File: src/rtl/bytecode_loader_pkg.sv
// Shared encodings and defaults for the UART bytecode loader.
package bytecode_loader_pkg;

  localparam int          CLKS_PER_BIT_DEFAULT = 217;
  localparam int          MEM_DEPTH_DEFAULT    = 111;
  localparam logic [7:0]  SYNC_BYTE_DEFAULT    = 8'hA5;

  typedef enum logic [2:0] {
    IDLE = 3'd0,
    ADDR = 3'd1,
    LEN  = 3'd2,
    DATA = 3'd3,
    CSUM = 3'd4
  } frame_state_t;

  typedef enum logic [1:0] {
    RX_IDLE  = 2'd0,
    RX_START = 2'd1,
    RX_BITS  = 2'd2,
    RX_STOP  = 2'd3
  } rx_state_t;

endpackage

File: src/rtl/uart_rx_byte.sv
// 8N1 UART receiver: 2-flop synchronizer, half-bit start re-check, centre sampling.
module uart_rx_byte
  import bytecode_loader_pkg::*;
#(
  parameter int CLKS_PER_BIT = CLKS_PER_BIT_DEFAULT
) (
  input  logic       clk,
  input  logic       reset,
  input  logic       rx,
  output logic       byte_valid,
  output logic [7:0] byte_data,
  output logic       frame_err
);

  localparam int              CW      = $clog2(CLKS_PER_BIT + 1);
  localparam logic [CW-1:0]   HALF_M1 = CW'(CLKS_PER_BIT / 2 - 1);
  localparam logic [CW-1:0]   FULL_M1 = CW'(CLKS_PER_BIT - 1);

  logic            sync1;
  logic            sync2;
  logic            rx_prev;
  rx_state_t       rx_state;
  logic [CW-1:0]   cnt;
  logic [2:0]      bit_idx;
  logic [7:0]      shift;

  always_ff @(posedge clk) begin
    if (reset) begin
      sync1      <= 1'b1;
      sync2      <= 1'b1;
      rx_prev    <= 1'b1;
      rx_state   <= RX_IDLE;
      cnt        <= '0;
      bit_idx    <= '0;
      shift      <= '0;
      byte_valid <= 1'b0;
      byte_data  <= '0;
      frame_err  <= 1'b0;
    end else begin
      sync1      <= rx;
      sync2      <= sync1;
      rx_prev    <= sync2;
      byte_valid <= 1'b0;
      frame_err  <= 1'b0;
      case (rx_state)
        RX_IDLE: begin
          cnt <= '0;
          if (rx_prev && !sync2) rx_state <= RX_START;
        end
        RX_START: begin
          // A line back high at mid start bit is a glitch, not a frame.
          if (cnt == HALF_M1) begin
            cnt     <= '0;
            bit_idx <= '0;
            rx_state <= sync2 ? RX_IDLE : RX_BITS;
          end else begin
            cnt <= cnt + 1'b1;
          end
        end
        RX_BITS: begin
          if (cnt == FULL_M1) begin
            cnt     <= '0;
            shift   <= {sync2, shift[7:1]};
            bit_idx <= bit_idx + 1'b1;
            if (bit_idx == 3'd7) rx_state <= RX_STOP;
          end else begin
            cnt <= cnt + 1'b1;
          end
        end
        RX_STOP: begin
          if (cnt == FULL_M1) begin
            cnt      <= '0;
            rx_state <= RX_IDLE;
            if (sync2) begin
              byte_valid <= 1'b1;
              byte_data  <= shift;
            end else begin
              frame_err <= 1'b1;
            end
          end else begin
            cnt <= cnt + 1'b1;
          end
        end
        default: rx_state <= RX_IDLE;
      endcase
    end
  end

endmodule

File: src/rtl/bytecode_loader.sv
// Frame FSM writing UART-delivered bytecode into RAM while holding the CPU in reset.
// Define BYTECODE_LOADER_CHECKSUM_EN to require a trailing mod-256 checksum byte.
module bytecode_loader
  import bytecode_loader_pkg::*;
#(
  parameter int         CLKS_PER_BIT = CLKS_PER_BIT_DEFAULT,
  parameter int         MEM_DEPTH    = MEM_DEPTH_DEFAULT,
  parameter logic [7:0] SYNC_BYTE    = SYNC_BYTE_DEFAULT
) (
  input  logic       clk,
  input  logic       reset,
  input  logic       rx,
  output logic       mem_we,
  output logic [7:0] mem_addr,
  output logic [7:0] mem_wdata,
  output logic       cpu_hold,
  output logic       done,
  output logic       err
);

  localparam logic [8:0] DEPTH9 = MEM_DEPTH[8:0];

  logic       byte_valid;
  logic [7:0] byte_data;
  logic       frame_err;

  // state is the observation point for the frame FSM.
  frame_state_t state;
  logic [7:0]   addr;
  logic [8:0]   count;
  logic         in_range;
`ifdef BYTECODE_LOADER_CHECKSUM_EN
  logic [7:0]   acc;
`endif

  uart_rx_byte #(.CLKS_PER_BIT(CLKS_PER_BIT)) u_rx (
    .clk        (clk),
    .reset      (reset),
    .rx         (rx),
    .byte_valid (byte_valid),
    .byte_data  (byte_data),
    .frame_err  (frame_err)
  );

  assign in_range = ({1'b0, addr} < DEPTH9);

  always_ff @(posedge clk) begin
    if (reset) begin
      state     <= IDLE;
      addr      <= '0;
      count     <= '0;
      mem_we    <= 1'b0;
      mem_addr  <= '0;
      mem_wdata <= '0;
      cpu_hold  <= 1'b0;
      done      <= 1'b0;
      err       <= 1'b0;
`ifdef BYTECODE_LOADER_CHECKSUM_EN
      acc       <= '0;
`endif
    end else begin
      mem_we <= 1'b0;
      done   <= 1'b0;
      if (frame_err) begin
        err   <= 1'b1;
        state <= IDLE;
      end else if (byte_valid) begin
        case (state)
          IDLE: begin
            if (byte_data == SYNC_BYTE) begin
              state    <= ADDR;
              cpu_hold <= 1'b1;
              err      <= 1'b0;
`ifdef BYTECODE_LOADER_CHECKSUM_EN
              acc      <= '0;
`endif
            end
          end
          ADDR: begin
            addr  <= byte_data;
            state <= LEN;
`ifdef BYTECODE_LOADER_CHECKSUM_EN
            acc   <= acc + byte_data;
`endif
          end
          LEN: begin
            count <= (byte_data == 8'd0) ? 9'd256 : {1'b0, byte_data};
            state <= DATA;
`ifdef BYTECODE_LOADER_CHECKSUM_EN
            acc   <= acc + byte_data;
`endif
          end
          DATA: begin
            if (in_range) begin
              mem_we    <= 1'b1;
              mem_addr  <= addr;
              mem_wdata <= byte_data;
            end else begin
              err <= 1'b1;
            end
            addr  <= addr + 8'd1;
            count <= count - 9'd1;
`ifdef BYTECODE_LOADER_CHECKSUM_EN
            acc   <= acc + byte_data;
            if (count == 9'd1) state <= CSUM;
`else
            if (count == 9'd1) begin
              state <= IDLE;
              if (!err && in_range) begin
                done     <= 1'b1;
                cpu_hold <= 1'b0;
              end
            end
`endif
          end
          CSUM: begin
            state <= IDLE;
`ifdef BYTECODE_LOADER_CHECKSUM_EN
            if (!err && (acc + byte_data == 8'd0)) begin
              done     <= 1'b1;
              cpu_hold <= 1'b0;
            end else begin
              err <= 1'b1;
            end
`endif
          end
          default: state <= IDLE;
        endcase
      end
    end
  end

endmodule

File: config.mk
export PLATFORM = sky130hd
export DESIGN_NAME = bytecode_loader
export DESIGN_NICKNAME = d
export VERILOG_FILES = /design/src/rtl/bytecode_loader_pkg.sv /design/src/rtl/uart_rx_byte.sv /design/src/rtl/bytecode_loader.sv
export SDC_FILE = /design/constraint.sdc
export NUM_CORES = 1
export LEC_CHECK = 0
export CAP_MARGIN = 15
export CORE_ASPECT_RATIO = 0.9
export CORE_UTILIZATION = 55
export CTS_CLUSTER_SIZE = 8
export DETAILED_ROUTE_END_ITERATION = 10
export PLACE_DENSITY = 0.73
export SETUP_SLACK_MARGIN = 0.3
export SLEW_MARGIN = 10
export SYNTH_ARGS = -nofsm -noshare
export SYNTH_HDL_FRONTEND = slang
export SYNTH_SLANG_ARGS = --single-unit
File: constraint.sdc
create_clock -name clk -period 2.2 [get_ports clk]
set_input_delay 0.44 -clock clk [delete_from_list [all_inputs] [get_ports clk]]
set_output_delay 0.44 -clock clk [all_outputs]
set_load 0.005 [all_outputs]
### Word-level counts from Yosys, hierarchy flattened

Index checks and enable logic that the tools add are counted.

* output and inout port bits: 20
* bits of input ports: 3
* logic and storage cells: 111
* register bits: 74

* eq/ne operators: 21
* muxes and demuxes: 32
* bitwise operators: 6
* $lt $le $gt $ge: 1
* $add $sub $neg: 4
* reductions and logical operators: 28

Operator list (number)
* one-hot mux 8 bit (3 select lines): 1
* one-hot mux 9 bit (2 select lines): 1
* adder 8 x 1 -> 8 bit (second input constant): 2
* equality test 8 bit (second input constant): 2
* two-way mux 8 bit: 2
* one-hot mux 8 bit (2 select lines): 1
* AND reduction 3 bit: 5
* two-way mux 2 bit: 6
* two-way mux 3 bit: 4
* one-hot mux 3 bit (4 select lines): 1
* two-way mux 1 bit: 11
* != test 2 x 1 -> 1 bit (second input constant): 5
* nonzero test 2 bit: 5
* equality test 9 x 1 -> 1 bit (second input constant): 1
* two-way mux 9 bit: 1
* subtractor 9 x 1 -> 9 bit (second input constant): 1
* equality test 8 x 7 -> 1 bit (second input constant): 1
* logical NOT 8 bit: 1
* less-than comparator 8 x 7 -> 1 bit (second input constant): 1
* one-hot mux 2 bit (4 select lines): 1
* AND reduction 4 bit: 2
* equality test 3 x 2 -> 1 bit (second input constant): 2
* != test 2 bit (second input constant): 3
* != test 3 x 2 -> 1 bit (second input constant): 2
* 20 further kinds: 30

### Logic depth before layout (Yosys ltp)

Gate-level depths: netlist (run 1).

* depth after elaboration: 5
* depth in mapped cells: 7
* depth with buffers taken out: 6

### By module

From an unflattened synthesis (run 1), not the netlist that was laid out.

* cell total of the unflattened synthesis: 370
* area total of the unflattened synthesis: 3347.0 um^2

By module, submodules not included
* bytecode_loader: instances 1, cells an instance 233, seq. area each 780.7 um^2, area an instance 1964.4 um^2
* uart_rx_byte: instances 1, cells an instance 137, seq. area each 680.7 um^2, area an instance 1382.6 um^2

### Worst setup path before layout (run 1)

No wires, ideal clock.

* kind: reg2reg
* start point: reg count[0]
* end point: reg count[8]
* setup time: 0.132 ns
* required time: 2.068 ns
* path buffers: 0
* arrival time: 1.667 ns
* period minus slack after synthesis: 1.799 ns
* path slack: 0.401 ns
* cell stages (with the launch flop): 7
* cell sequence: dfxtp_1 > inv_1 > ha_1 > or3b_2 > or4_1 > a21oi_1 > o32ai_1

* longest elaborated chain between the ends: 2

Ends and longest elaborated chain
* start: declaration: RTL line bytecode_loader.sv:30 `logic [8:0] count;`
* start signal: assignment: RTL line bytecode_loader.sv:87 `count <= (byte_data == 8'd0) ? 9'd256 : {1'b0, byte_data};`
* start signal: assignment: RTL line bytecode_loader.sv:102 `count <= count - 9'd1;`
* subtractor 9 x 1 -> 9 bit: RTL line bytecode_loader.sv:102
* one-hot mux 9 bit (2 select lines): RTL line bytecode_loader.sv:68 `case (state)`

No other way between the ends.
A chain may end at the register's enable or synchronous reset.

### Worst setup path in the final report (run 1)

* start point: reg count[1]
* end point: reg count[8]

Same word-level chain as after synthesis.

==> impl_metrics.csv, run 1 <==
group,metric,value,unit
setup_path,cp.arrival,2040,ps
power_and_ir_drop,power,2480,uW
synth,netlist_instances,405,
drt,ant_nets,0,
sta,fin_crit_sh,0.831,
setup_path,rr_startpoint,"count[1]",
sta,worst_slew_margin_rel,0.602,
setup_path,critical_path_class,"reg -> reg",
drt,drt-vias-per-instance,5.78,
place,dp_slack,244,ps
flow_run,drv_cap,0,
die,ios,23,
power_and_ir_drop,ir_drop,484,uV
worst_hold_path,hp-start,"u_rx.sync1",
synth,yosys_warnings,0,
drt,vias,3032,
setup_path,required,2420,ps
sta,holdWs,422,ps
synth,async_flop_share,0,
clocking,clkSlewWorstSetupHoldPaths,70,ps
synth,syn_area_per_cell,8.61,sq um
clocking,clockBufferDepth,2,
final_layout,drive_gt1_frac,0.110,
sta,finalHoldViolations,0,
global_routing,grt_pass1_vias,2614,
setup_path,worst_setup_path_end_kind,"flip-flop",
global_routing,grt_usage,0.242,
sta,setup_viol,0,
drt,first_pass_iters,5,
final_layout,fin_util,0.665,
synth,synth_edf_count,0,
worst_hold_path,hp-class,"reg -> reg",
die,initial_utilization,0.570,
drt,drc_errors,0,
clocking,cts_tree,"built",
sta,max_freq,547,MHz
clocking,cts_made_buffers,9,
setup_path,critPathMaxFanout,5,
final_layout,multi_input_area,0.00191,sq mm
synth,syn_area,0.00349,sq mm
clocking,clk_latency,350,ps
sta,fin_crit,1830,ps
die,num_rows,27,
worst_hold_path,whs_endpoint,"u_rx.sync2",
global_routing,grt_overflow_total,0,
final_layout,ff_latch_area,0.00147,sq mm
die,dieArea,0.00666,sq mm
sta,maxSlewViolCount,0,
global_routing,grt_pass1_wl,12700,um
power_and_ir_drop,leakage,0.00156,uW
sta,worst_slack,373,ps
setup_path,r2r_setup_slack,370,ps
final_layout,fillers,530,
sta,setup_tns,0,ps
drt,drt_iter0_drc,222,
setup_path,worst_r2r_endpoint,"count[8]",
setup_path,rr_worst_depth,6,
synth,yosysSeqAreaShare,0.419,
die,die_x,85.9,um
sta,rsz0062_at_grt,"no",
drt,wl_per_cell,14.9,um
clocking,clock-root-buffer,"clkbuf_8",
die,design.core.area,0.00611,sq mm
synth,yosysTopAreaCell,"dfxtp_1",
place,dp_hpwl,5310,um
synth,synth.top_cell.area_share,0.419,
setup_path,cp-start-kind,"flip-flop",
sta,fin_skew,8.86,ps
synth,ys.flop_type,"dfxtp_1",
place,place.gp.congestion,0.837,
sta,tightest_slew,593,ps
clocking,clock-sinks,73,
global_routing,grt_max_degree,34,
global_routing,antenna_found_initial,0,
worst_hold_path,hold_depth,1,
final_layout,diodes,0,
final_layout,syn_to_final_growth,16.7,%
final_layout,final_net_count,451,
synth,synth_seq_cells,73,
synth,synth.area.top_cells,"dfxtp_1, mux2i_1, ha_1, o21ai_0, a21oi_1",
die,die_h,77.5,um
synth,synth_nets,423,
drt,routed_wl,7840,um
run_status,outcome,"completed",
clocking,htree_levels,3,
synth,synth_cell_types,57,
synth,synth_commonest_cells,"dfxtp_1, nor2_1, o21ai_0",
place,portBuffers,22,
power_and_ir_drop,power_density,609,mW/mm^2
synth,yosysMostFrequentCell,"dfxtp_1",
-- how the worst max path moves through the flow --
stage / end / start
6_report: count[8] / count[1]
3_5_place_dp: err / state[0]
5_1_grt: mem_addr[5] / state[0]
2_1_floorplan: count[8] / count[0]
4_1_cts: u_rx.bit_idx[0] / u_rx.cnt[0]
3_3_place_gp: err / state[0]
-- cells by family after synthesis --
kind of cell             share of synthesized area
AND/OR/NAND/NOR                              0.230
AO/OA/AOI/OAI                                0.183
flip-flops                                   0.419
buffers and inverters                       0.0416
multiplexers                                0.0574
adder cells (fa/ha/maj)                     0.0538
XOR/XNOR                                    0.0151
-- metal layers --
metal | wire (um) | part of all wire | vias up | GRT usage
met5 | 0 | 0 | - | 0
met4 | 133 | 0.017 | 0 | 0.0883
met3 | 335 | 0.043 | 16 | 0.0638
met2 | 3380 | 0.43 | 70 | 0.344
met1 | 3990 | 0.51 | 1424 | 0.350
li1 | - | - | 1522 | -
-- metrics by stage --
step / cell area [sq um] / std cells
2_1_floorplan: 3490 / 405
3_3_place_gp: 3790 / 506
3_5_place_dp: 3790 / 506
4_1_cts: 4010 / 524
5_1_grt: 4070 / 525
6_report: 4070 / 525
-- critical path, cell delays in order (launching register included) --
cell,delay (ps)
dfxtp_1,340
inv_1,90
ha_2,210
or3b_4,410
or4_1,400
a21oi_1,160
o32ai_1,80
-- report_power, final --
| part | internal (uW) | switching [uW] | total (uW) |
|---|---|---|---|
| Clock | 551 | 494 | 1040 |
| Combinational | 38.2 | 61.0 | 99.2 |
| Sequential | 1330 | 8.36 | 1330 |
-- what timing repair did --
item                                    in CTS  in global routing
setup buffers                                2                  1
endpoints found under the setup margin      23                 41
hold buffers                                 0                  0
gates resized for setup                      3                 15
pin swaps                                    1                  1
-- cell type report --
type | count | area share
clock buffer | 11 | 0.0348
inverter | 12 | 0.0111
clock inverter | 5 | 0.0135
timing repair buffer | 36 | 0.0827
sequential | 73 | 0.361
tap | 87 | 0.0268
multi-input combinational | 301 | 0.470
-- flip-flops by register name, indices dropped and copies added (netlist names), 2 cells and up, named ones only --
signal / cells
addr: 8
count: 9
mem_addr: 8
mem_wdata: 8
state: 2
u_rx.bit_idx: 3
u_rx.byte_data: 8
u_rx.cnt: 8
u_rx.shift: 8
-- cells in the final DEF, fill, tap and decap left out, types with 4 or more instances in the layout --
master and instances:
xor2_1 5, a31oi_1 7, o21ai_0 37, nand2_1 18, nor2_1 44, nand4_1 4, nand2b_1 6, mux2i_1 20
nor3_1 8, clkdlybuf4s50_1 21, inv_1 11, o21a_1 4, nand3_1 26, a21oi_1 35, buf_4 12, o31ai_1 4
ha_1 12, or4_1 7, nor4_1 7, clkbuf_8 10, dfxtp_1 70, nor2b_1 10
Note: power is estimated with default switching activity, not from simulation.
==> run 2: changes to the inputs <==
- CORE_UTILIZATION: 55 -> 53
- PLACE_DENSITY: 0.73 -> 0.74
- clock period: 2.2 -> 1.6 ns (I/O delays scaled with it)
==> run 2 against run 1 <==
Against the previous run:
- the flow now finishes with violations (setup timing)
- maximum frequency rose by 2.0%
- non-clock buffer count rose by 69
- sequential share of layout area fell by 8.3 points
- worst setup slack got worse by 560 ps
- cell count rose by 13%
- routed wire length rose by 70%
- largest cell class unchanged
==> impl_metrics.csv, run 2 (synthesis results as in run 1) <==
group,metric,value,unit
run_status,outcome,"finished with violations",
run_status,violations,"setup timing",
drt,ant_nets,0,
final_layout,final_net_count,520,
flow_run,drv_cap,0,
final_layout,syn_to_final_growth,54.3,%
clocking,cts_tree,"built",
final_layout,largest_register_ffs,9,
setup_path,path_cells,"ha_4, buf_4, buf_12, nand2b_4, buf_4, o22ai_4, buf_12, clkbuf_16, nand3_1, a21oi_1",
sta,worst_slack,-192,ps
die,ios,23,
power_and_ir_drop,pwr-share-seq,0.502,
sta,fin_crit_sh,1.12,
clocking,clock-sinks,73,
drt,drc_errors,0,
power_and_ir_drop,p_int,2830,uW
global_routing,antenna_found_initial,0,
power_and_ir_drop,ir_drop,639,uV
sta,tightest_slew,519,ps
drt,wl_per_cell,22.5,um
drt,drt-vias-per-instance,6.59,
clocking,clockBufferDepth,2,
sta,setup_tns,-3520,ps
setup_path,critPathMaxFanout,7,
power_and_ir_drop,power_density,682,mW/mm^2
die,initial_utilization,0.558,
sta,fin_skew,12.1,ps
final_layout,diodes,0,
sta,worst_slew_margin_rel,0.654,
die,die_h,78.9,um
power_and_ir_drop,combPwrFrac,0.061,
final_layout,layout_commonest_cell,"dfxtp_1",
drt,first_pass_iters,5,
place,place.gp.congestion,0.819,
sta,holdWs,417,ps
sta,rsz0062_at_grt,"yes",
global_routing,grt_max_degree,25,
final_layout,drive_gt1_frac,0.407,
power_and_ir_drop,swShare,0.229,
drt,drt_iter0_drc,521,
clocking,clk_latency,360,ps
place,dp_hpwl,6100,um
power_and_ir_drop,p_sw,841,uW
clocking,htree_levels,3,
sta,max_freq,558,MHz
die,num_rows,27,
die,dieArea,0.00691,sq mm
drt,vias,3908,
final_layout,final_cell_mix,"dfxtp_1, buf_4, nor2_1",
global_routing,grt_usage,0.305,
setup_path,critPathBufInv,5,
power_and_ir_drop,p_clk_frac,0.438,
setup_path,worst_setup_path_end_kind,"flip-flop",
clocking,cts_made_buffers,9,
setup_path,cp-start-kind,"flip-flop",
sta,fin_crit,1790,ps
setup_path,required,1890,ps
setup_path,cp.arrival,2080,ps
worst_hold_path,hp-class,"in -> reg",
sta,finalHoldViolations,0,
die,die_x,87.5,um
setup_path,critical_path_class,"reg -> reg",
sta,setup_viol,44,
global_routing,grt_pass1_vias,3305,
setup_path,crit_slowest_cell,"dfxtp_2",
setup_path,path_delay_family,"buffers and inverters",
clocking,clkSlewWorstSetupHoldPaths,80,ps
clocking,clock-root-buffer,"clkbuf_8",
final_layout,top_register,"count",
power_and_ir_drop,leakage,0.00220,uW
place,portBuffers,22,
die,design.core.area,0.00625,sq mm
global_routing,grt_overflow_total,0,
global_routing,grt_pass1_wl,16100,um
setup_path,cpPeakStageDelay,360,ps
drt,routed_wl,13300,um
sta,maxSlewViolCount,0,
run 2: cell count changes in the layout (fill, tap and decap cells not counted), moves of 19 or more:
cell	change
o21ai_1	+23
o21ai_0	-31
clkdlybuf4s50_1	-19
buf_4	+43
dlygate4sd2_1	+19
run 2: worst paths after layout:
kind | start | to | slack, ps | cells after the start
max reg2reg | state[1] | mem_addr[5] | -190 | 10
min | reset | mem_we | 420 | 2
min reg2reg | u_rx.sync1 | u_rx.sync2 | 470 | 1
max | state[1] | mem_addr[5] | -190 | 10
run 2: metal layers:
metal  vias to the layer above  share of wire  track usage
met5                         -              0            0
met4                         0          0.053       0.0934
met3                        81           0.10       0.0780
met2                       304           0.44        0.469
met1                      1860           0.40        0.420
li1                       1663              -            -
run 2: layout make-up:
type                       count  area [sq um]
fill                         306           870
clock buffer                  12           145
inverter                      12          52.6
tap                           87           109
multi-input combinational    301          2440
timing repair buffer         105          1080
sequential                    73          1490
clock inverter                 3          65.1
run 2: timing repair:
item                       CTS  global route
hold endpoints to repair     0             0
resized for setup           95            56
setup buffers               17             5
pin swaps                   33            31
cloned                       4             2
hold buffers                 0             0
setup endpoints to repair   89            71
run 2: through the flow:
stage	power [uW]	setup slack, ps	std cells	util	area, sq um
after floorplan	1980	-58.2	405	-	3670
after global placement	2030	-44.8	550	0.696	4350
after detailed placement	2040	-108	550	0.696	4350
after CTS	3620	-81.2	586	0.808	5050
after global routing	3750	-254	593	0.861	5380
final	3670	-192	593	0.861	5380
run 2: power by group through the flow:
stage | clock network (uW) | logic (uW) | registers [uW]
4_1_cts | 1590 | 188 | 1840
5_1_grt | 1680 | 231 | 1840
3_5_place_dp | 0 | 159 | 1880
3_3_place_gp | 0 | 153 | 1880
6_report | 1610 | 222 | 1840
2_1_floorplan | 0 | 107 | 1870
==> run 3: changes to the inputs <==
- GPL_TIMING_DRIVEN: not set -> 0
==> run 3 against run 2 <==
Against the previous run:
- the run still ends with setup timing left
- worst setup slack lost 35 ps
- routed wire length shrank 15%
- core utilization shrank 4.3 points
- cell count shrank 1.7%
- critical endpoint is now mem_addr[4]
- via count shrank 6.2%
- non-clock buffer count shrank 14
- sequential share of layout area grew 2.0 points
- largest cell class unchanged
- register-to-register slack lost 30 ps
- critical path type unchanged
==> impl_metrics.csv, run 3 (synthesis results as in run 1) <==
group,metric,value,unit
run_status,outcome,"finished with violations",
run_status,violations,"setup timing",
power_and_ir_drop,leakage,0.00204,uW
drt,drc_errors,0,
sta,fin_crit,1830,ps
global_routing,grt_overflow_total,0,
clocking,cts_made_buffers,9,
power_and_ir_drop,power_density,654,mW/mm^2
global_routing,grt_usage,0.304,
clocking,cts_tree,"built",
setup_path,crit_slowest_cell,"or3b_4",
final_layout,multi_input_area,0.00240,sq mm
final_layout,fillers,377,
global_routing,antenna_found_initial,0,
setup_path,r2r_setup_slack,-230,ps
final_layout,fin_util,0.818,
sta,fin_crit_sh,1.14,
drt,routed_wl,11300,um
final_layout,ff_latch_area,0.00152,sq mm
setup_path,critPathMaxFanout,5,
clocking,cts_hold_buffers,0,
drt,ant_nets,0,
setup_path,critPathBufInv,1,
die,initial_utilization,0.558,
sta,rsz0062_at_grt,"yes",
global_routing,grt_pass1_wl,15900,um
final_layout,final_cell_mix,"dfxtp_1, nor2_1, buf_4",
setup_path,critical_path_class,"reg -> reg",
final_layout,layout_commonest_cell,"dfxtp_1",
drt,drt-vias-per-instance,6.29,
final_layout,final_cell_area,0.00511,sq mm
clocking,clk_latency,360,ps
final_layout,final_net_count,509,
sta,worst_slew_margin_rel,0.563,
clocking,clkSlewWorstSetupHoldPaths,80,ps
die,dieArea,0.00691,sq mm
die,design.core.area,0.00625,sq mm
die,die_h,78.9,um
setup_path,cpPeakStageDelay,440,ps
drt,vias,3666,
place,dpl-instance-area,0.00400,sq mm
sta,setup_viol,36,
sta,max_freq,548,MHz
final_layout,drive_gt1_frac,0.411,
sta,fin_skew,9.42,ps
sta,worst_slack,-226,ps
die,die_x,87.5,um
sta,maxSlewViolCount,0,
drt,first_pass_iters,5,
place,dp_hpwl,5920,um
setup_path,path_delay_family,"simple AND/OR/NAND/NOR gates",
setup_path,worst_setup_path_end_kind,"flip-flop",
clocking,clock-sinks,73,
clocking,clock-root-buffer,"clkbuf_8",
final_layout,diodes,0,
place,portBuffers,22,
sta,tightest_slew,655,ps
clocking,clockBufferDepth,2,
final_layout,largest_register_ffs,9,
power_and_ir_drop,ir_drop,648,uV
final_layout,top_register,"count",
drt,drt_iter0_drc,418,
clocking,htree_levels,3,
drt,wl_per_cell,19.4,um
setup_path,cp-start-kind,"flip-flop",
flow_run,drv_cap,0,
global_routing,grt_max_degree,15,
sta,setup_tns,-3730,ps
die,ios,23,
setup_path,cp.arrival,2120,ps
final_layout,syn_to_final_growth,46.7,%
global_routing,grt_pass1_vias,3232,
sta,finalHoldViolations,0,
setup_path,path_cells,"ha_4, or3b_4, o22ai_4, buf_6, nand3_1, a21oi_1",
die,num_rows,27,
place,place.gp.congestion,0.831,
worst_hold_path,hp-class,"reg -> reg",
setup_path,required,1890,ps
==> run 3: changes by cell type in the layout (fill, tap and decap cells not counted), sizes merged, moves of 3 or more <==
cell and delta:
clkinvlp +3, buf -23, clkdlybuf4s15 +3, dlygate4sd2 -5
bufbuf -3, clkbuf +9
==> run 3: worst paths after layout <==
| check | startpoint | endpoint | depth (start not counted) |
|---|---|---|---|
| min | u_rx.sync1 | u_rx.sync2 | 1 |
| max reg2reg | state[1] | mem_addr[4] | 6 |
| min reg2reg | u_rx.sync1 | u_rx.sync2 | 1 |
| max | state[1] | mem_addr[4] | 6 |
==> run 3: what timing repair did <==
action / in CTS / in global routing
setup buffers: 33 / 14
resized for setup: 115 / 75
endpoints found under the setup margin: 91 / 76
pin swaps: 29 / 32
gates cloned: 4 / 2
hold endpoints to repair: 0 / 0
==> run 3: through the flow <==
stage	total power [uW]	setup slack, ps	instances	hold slack (ps)
floorplan	1980	-58.2	405	389
global placement	2020	-479	514	395
detailed placement	2020	-486	514	392
CTS	3330	-84.2	567	413
global route	3440	-232	583	428
finish	3340	-226	583	412
==> run 3: final cells by class <==
| cell class | count | area share |
|---|---|---|
| Clock buffer | 9 | 0.0242 |
| Inverter | 12 | 0.0122 |
| Multi-Input combinational cell | 304 | 0.469 |
| Clock inverter | 7 | 0.0103 |
| Sequential cell | 73 | 0.298 |
| Tap cell | 87 | 0.0213 |
| Buffer | 19 | 0.0360 |
| Timing Repair Buffer | 72 | 0.130 |
==> run 3: worst reg2reg max path: stages (launching register included) <==
cell and delay [ps]:
dfxtp_4 360, ha_4 160, or3b_4 440, o22ai_4 330
buf_6 190, nand3_1 110, a21oi_1 180
==> run 3: routing by layer <==
metal	share of wire	vias up	track usage
li1	-	1651	-
met1	0.41	1740	0.392
met2	0.47	216	0.504
met3	0.078	59	0.0780
met4	0.045	0	0.0770
met5	0	-	0
==> run 3: where the power goes <==
group          leakage, uW  switching (uW)  internal (uW)
sequential        0.000606            11.1           1810
clock            0.0000799             757            569
combinational      0.00135             115           81.2
